===== src/rtl/data_sram_bridge_pkg.sv =====
// data_sram_bridge_pkg: FSM state and bus transfer-size encodings shared by the bridge
package data_sram_bridge_pkg;
    typedef enum logic [1:0] {IDLE = 2'd0, REQ = 2'd1, WAIT = 2'd2, DONE = 2'd3} state_t;
    localparam logic [1:0] SIZE_BYTE = 2'd0;
    localparam logic [1:0] SIZE_HALF = 2'd1;
    localparam logic [1:0] SIZE_WORD = 2'd2;
endpackage


===== src/rtl/data_sram_bridge_size_decode.sv =====
// sram_size_decode: maps MEM-stage byte write enables onto bus direction and transfer size
module sram_size_decode
    import data_sram_bridge_pkg::*;
(
    input  logic [3:0] wea,
    output logic       wr,
    output logic [1:0] size
);
    logic one_hot;
    // any enable bit makes a write; irregular masks fall back to a word write
    always_comb begin
        one_hot = (wea != 4'b0000) && ((wea & (wea - 4'd1)) == 4'b0000);
        wr = |wea;
        size = one_hot ? SIZE_BYTE : (wea == 4'b0011 || wea == 4'b1100) ? SIZE_HALF : SIZE_WORD;
    end
endmodule


===== src/rtl/data_sram_bridge.sv =====
// data_sram_bridge: turns single-cycle MEM-stage accesses into handshaked SRAM-like bus transactions
module data_sram_bridge
    import data_sram_bridge_pkg::*;
#(
    parameter int ADDR_W = 32,
    parameter int DATA_W = 32
) (
    input  logic              clk,
    input  logic              rst,
    input  logic              cpu_en,
    input  logic [3:0]        cpu_wea,
    input  logic [ADDR_W-1:0] cpu_addr,
    input  logic [DATA_W-1:0] cpu_wdata,
    output logic [DATA_W-1:0] cpu_rdata,
    output logic              mem_stall,
    output logic              data_req,
    output logic              data_wr,
    output logic [1:0]        data_size,
    output logic [ADDR_W-1:0] data_addr,
    output logic [DATA_W-1:0] data_wdata,
    input  logic              data_addr_ok,
    input  logic              data_data_ok,
    input  logic [DATA_W-1:0] data_rdata
);
    state_t            state;
    logic              dec_wr;
    logic [1:0]        dec_size;
    logic [DATA_W-1:0] rdata_q;

    sram_size_decode u_dec (
        .wea  (cpu_wea),
        .wr   (dec_wr),
        .size (dec_size)
    );

    assign cpu_rdata = rdata_q;
    assign mem_stall = (state == IDLE) ? cpu_en : (state != DONE);

    // request registers drive the bus directly; DONE always returns to IDLE so nothing is re-issued
    always_ff @(posedge clk or negedge rst) begin
        if (!rst) begin
            state      <= IDLE;
            data_req   <= 1'b0;
            data_wr    <= 1'b0;
            data_size  <= 2'd0;
            data_addr  <= '0;
            data_wdata <= '0;
            rdata_q    <= '0;
        end else begin
            case (state)
                IDLE: if (cpu_en) begin
                    state      <= REQ;
                    data_req   <= 1'b1;
                    data_wr    <= dec_wr;
                    data_size  <= dec_size;
                    data_addr  <= cpu_addr;
                    data_wdata <= cpu_wdata;
                end
                REQ: if (data_addr_ok) begin
                    state    <= WAIT;
                    data_req <= 1'b0;
                end
                WAIT: if (data_data_ok) begin
                    state   <= DONE;
                    rdata_q <= data_wr ? rdata_q : data_rdata;
                end
                default: state <= IDLE;
            endcase
        end
    end
endmodule

===== config.mk =====
export PLATFORM = sky130hd
export DESIGN_NAME = data_sram_bridge
export DESIGN_NICKNAME = d
export VERILOG_FILES = /design/src/rtl/data_sram_bridge_pkg.sv /design/src/rtl/data_sram_bridge_size_decode.sv /design/src/rtl/data_sram_bridge.sv
export SDC_FILE = /design/constraint.sdc
export NUM_CORES = 1
export LEC_CHECK = 0
export CAP_MARGIN = 20
export CORE_MARGIN = 10
export CORE_UTILIZATION = 36
export DETAILED_ROUTE_END_ITERATION = 6
export GPL_TIMING_DRIVEN = 1
export PLACE_DENSITY = 0.74
export SLEW_MARGIN = 40
export SYNTH_ARGS = -nofsm -noshare
export SYNTH_HDL_FRONTEND = slang
export SYNTH_HIERARCHICAL = 1
export SYNTH_SLANG_ARGS = --single-unit

===== constraint.sdc =====
create_clock -name clk -period 1.6 [get_ports clk]
set_input_delay 0.48 -clock clk [delete_from_list [all_inputs] [get_ports clk]]
set_output_delay 0.48 -clock clk [all_outputs]
set_load 0.05 [all_outputs]

======== After elaboration in Yosys (flattened, before gate mapping) ========
Index checks and enable logic that the tools add are counted.
storage, ports and cells
  output and inout bits ................... 101
  input bits .............................. 105
  bits in registers ....................... 102
operators by class
  multiplexer cells ....................... 10
  equal/unequal tests ..................... 8
  reductions and logical operators ........ 11
  bitwise gates (word level) .............. 2
  $add $sub $neg .......................... 1
operators by type and width
  kind                                               count
  2-to-1 mux 2 bit                                   5
  AND reduction 3 bit                                3
  != test 2 bit (second input constant)              4
  one-hot mux 2 bit (3 select lines)                 1
  AND 4 bit                                          1
  == test 4 x 2 -> 1 bit (second input constant)     1
  == test 4 bit (second input constant)              1
  zero test 4 bit                                    1
  nonzero test 4 bit                                 1
  OR reduction 4 bit                                 1
  subtractor 4 x 1 -> 4 bit (second input constant)  1
  2-to-1 mux 1 bit                                   3
  == test 2 x 1 -> 1 bit (second input constant)     1
  == test 2 bit (second input constant)              1
  zero test 2 bit                                    1
  one-hot mux 1 bit (2 select lines)                 1
  AND reduction 2 bit                                1
  nonzero test 2 bit                                 1
  logical AND 1 bit                                  1
  logical OR 1 bit                                   1
  inverter 1 bit                                     1

======== Longest topological paths before layout ========
  word-level depth ........................ 5
  gate-level depth with buffers ........... 6

======== Cells and area by module ========
Netlist, hierarchy kept.
by module, submodules not included
  module            area each (µm²)  times used  seq. area each (µm²)  cells each
  data_sram_bridge  4,060.1          1           2,552.4               233
  sram_size_decode  38.8             1           0.0                   6

======== Worst setup path before layout ========
No wires, ideal clock.
  kind .................................... register -> output
  start ................................... register state[0]
  end ..................................... output mem_stall
  data arrival time ....................... 1,799 ps
  path slack .............................. -679 ps
  stages on the path, launching flop included .. 4
  required time ........................... 1,120 ps
  cell sequence ........................... dfrtp_1 inv_1 ha_1 o21ai_0
between the ends
  longest elaborated chain between the ends .. 2
  elaborated cells on any way between the ends .. 3
  those cells by class .................... eq/ne: 1; mux: 1; reduce/logical: 1
RTL lines
  item                                                     line                    source
  start, declared                                          data_sram_bridge.sv:25  state_t state;
  start signal, assigned                                   data_sram_bridge.sv:42  state <= IDLE;
  start signal, assigned                                   data_sram_bridge.sv:52  state <= REQ;
  start signal, assigned                                   data_sram_bridge.sv:60  state <= WAIT;
  != test 2 bit / zero test 2 bit (equally long branches)  data_sram_bridge.sv:37  assign mem_stall = (state == IDLE) ? cpu_en : (state != DONE);
  2-to-1 mux 1 bit (*)                                     data_sram_bridge.sv:37
  end, declared                                            data_sram_bridge.sv:15  output logic mem_stall,
Every way passes the cells marked *; elsewhere a longest branch is shown, timed or not.

======== Final worst setup path ========
Ends and elaborated chain as after synthesis.

==> flow_summary.ini <==
[status]
status = finished, violations left
violations = negative setup slack

[detailed_routing]
highest_layer = met4
drt_iter0_markers = 101
met2_length_um = 6650
totalWireLength_um = 13000
drc = 0
wl_per_cell_um = 21.1
dr_wl_met3_um = 1310
m1WireLength_um = 4890
avgViaCountPerCell = 4.73
vias = 2913
ant_nets = 0
drtPass1Iterations = 4

[clocking]
clock_latency_ps = 340
cts_buffer_depth = 2
h-tree-depth = 3
cts.sinks = 102
cts_tree = built
path_clk_slew_ps = 70
cts_buffers = 9
cts_root_buf = clkbuf_16

[final_layout]
area.growth.synth_to_final_pct = 97.4
final_cell_mix = buf_12 (106), dfrtp_1 (102), clkdlybuf4s50_1 (102)
num_antenna_cells = 0
layout_commonest_cell = buf_12
drive_above_1_share_pct = 54.2
final_nets = 583

[timing]
worst_slack_ps = -201
skew_ps = 9.73
max_freq_mhz = 555
layout_worst_path_cycle_share_pct = 113
min_period_ps = 1800
hold_violations = 0
setup_viol = 51
worstMarginPinSlew_ps = 232
tns_ps = -2340
finalMaxSlewViolations = 0
timing.hold.ws_ps = 119
max_slew_margin_pct = 84.3
rsz0062_at_grt = true

[logic_synthesis]
avgSynthCellArea_sq_um = 17.2
synthArstFlopShare_pct = 100
syn-num-nets = 350
syn_area_sq_um = 4100
synth.distinct_cells = 20
syn_inst = 239
ys.flop_type = dfrtp_1
ys_seq_area_share_pct = 62.3
synth_seq_cells = 102
synth-edff-count = 0
yosys_warnings = 6

[floorplanning]
placementRows = 38
die_h_um = 127
die_x_um = 127
ios = 206
core_area_sq_um = 11000
start_util_pct = 37.3
die_area_sq_um = 16100

[global_routing]
grt.overflow.total = 0
grt_pass1_wl_um = 18700
antenna_found_initial = 0
track_usage_pct = 14.8
grt_max_degree = 47
grt_pass1_vias = 3156

[setup_path]
end_kind = primary output
crit_type = flop to primary output
startpoint_type = flop
critical_path_required_ps = 1120
cpMaxStageDelayCell = dfrtp_1
timing.critical_path.cells = buf_6 -> ha_4 -> o21ai_4 -> buf_12
path_buf_inv = 2
cp.arrival_ps = 1320
slowest_delay_ps = 400
cp_max_fo = 2
crit_family = flip-flops

[pwr]
p_leak_uw = 0.00369
ir_drop_uv = 1600
power_density_nw_per_um2 = 2620

[place]
hpwlAfterDp_um = 9560
port_buffers = 205
routabilityCongestion = 0.756

[flow_run]
drv_cap = 0

[hold_path]
hold_path.class = input pin to asynchronous set/reset pin
power breakdown:
group	total [uW]	leakage [uW]	internal, uW	switching (uW)
Clock	2350	0.000151	1410	943
Combinational	13600	0.00231	7140	6460
Sequential	5290	0.00123	3890	1400
Total	21200	0.00369	12400	8800
area by class of cell:
type / instances / area [sq um]
Clock buffer: 10 / 239
Clock inverter: 5 / 83.8
Fill cell: 677 / 2890
Inverter: 2 / 7.51
Multi-Input combinational cell: 125 / 1550
Sequential cell: 102 / 2550
Tap cell: 140 / 175
Timing Repair Buffer: 232 / 3480
logic make-up after synthesis:
kind of cell / share of synthesized area (%)
buffers and inverters: 2.47
muxes: 30.5
DFF: 62.3
adders and majority gates: 1.83
xor gates and xnor gates: 0.214
and+or+nand+nor: 1.92
AOI/OAI and AO/OA: 0.794
sequential cells by signal, summed over array words and instances, names as in the netlist:
| register | cells |
|---|---|
| data_addr | 32 |
| data_size | 2 |
| data_wdata | 32 |
| data_req | 1 |
| state | 2 |
| data_wr | 1 |
| cpu_rdata | 32 |
layer usage:
metal  vias up  global-route usage, %
met1      1469                   16.4
met2       127                   24.6
li1       1306                      -
met5         -                      0
met3        11                   6.87
met4         0                   5.02
Yosys cell counts (2+ instances only):
cell type | instances | area [sq um]
buf_6 | 7 | 78.8
inv_1 | 2 | 7.51
ha_1 | 6 | 75.1
nand2b_1 | 3 | 18.8
mux2_2 | 70 | 788
dfrtp_1 | 102 | 2550
nor2_1 | 2 | 7.51
nand2_1 | 3 | 11.3
a31oi_1 | 2 | 12.5
buf_2 | 3 | 15.0
mux2_4 | 30 | 450
stage by stage:
step	instance area [sq um]	power, uW	utilization [%]	std cells	worst slack, ps
after floorplan	4110	11300	-	239	52.1
after global placement	7420	18200	67.6	586	-289
after detailed placement	7420	18400	67.6	586	-326
final	8090	21200	73.7	616	-201
after CTS	7860	21000	71.6	605	-221
after global routing	8090	22000	73.7	616	-232
path summary, 6_finish.rpt:
check	startpoint	end	slack, ps	cells past startpoint
worst max-delay path	state[0]	mem_stall	-200	4
worst min-delay path	rst	data_wdata[15]	120	2
worst max register to register	state[0]	cpu_rdata[0]	-100	7
worst min register to register	cpu_rdata[10]	cpu_rdata[10]	570	1
max in group asynchronous	rst	cpu_rdata[20]	1210	2
min in group clk	cpu_rdata[10]	cpu_rdata[10]	570	1
what timing repair did:
item                       4_1_cts  5_1_grt
hold buffers                     0        0
pin swaps                        2        5
setup buffers                    3        5
setup endpoints to repair        2       78
gates cloned                     1        7
gates resized for setup         15       13
(Power assumes the default switching activity.)
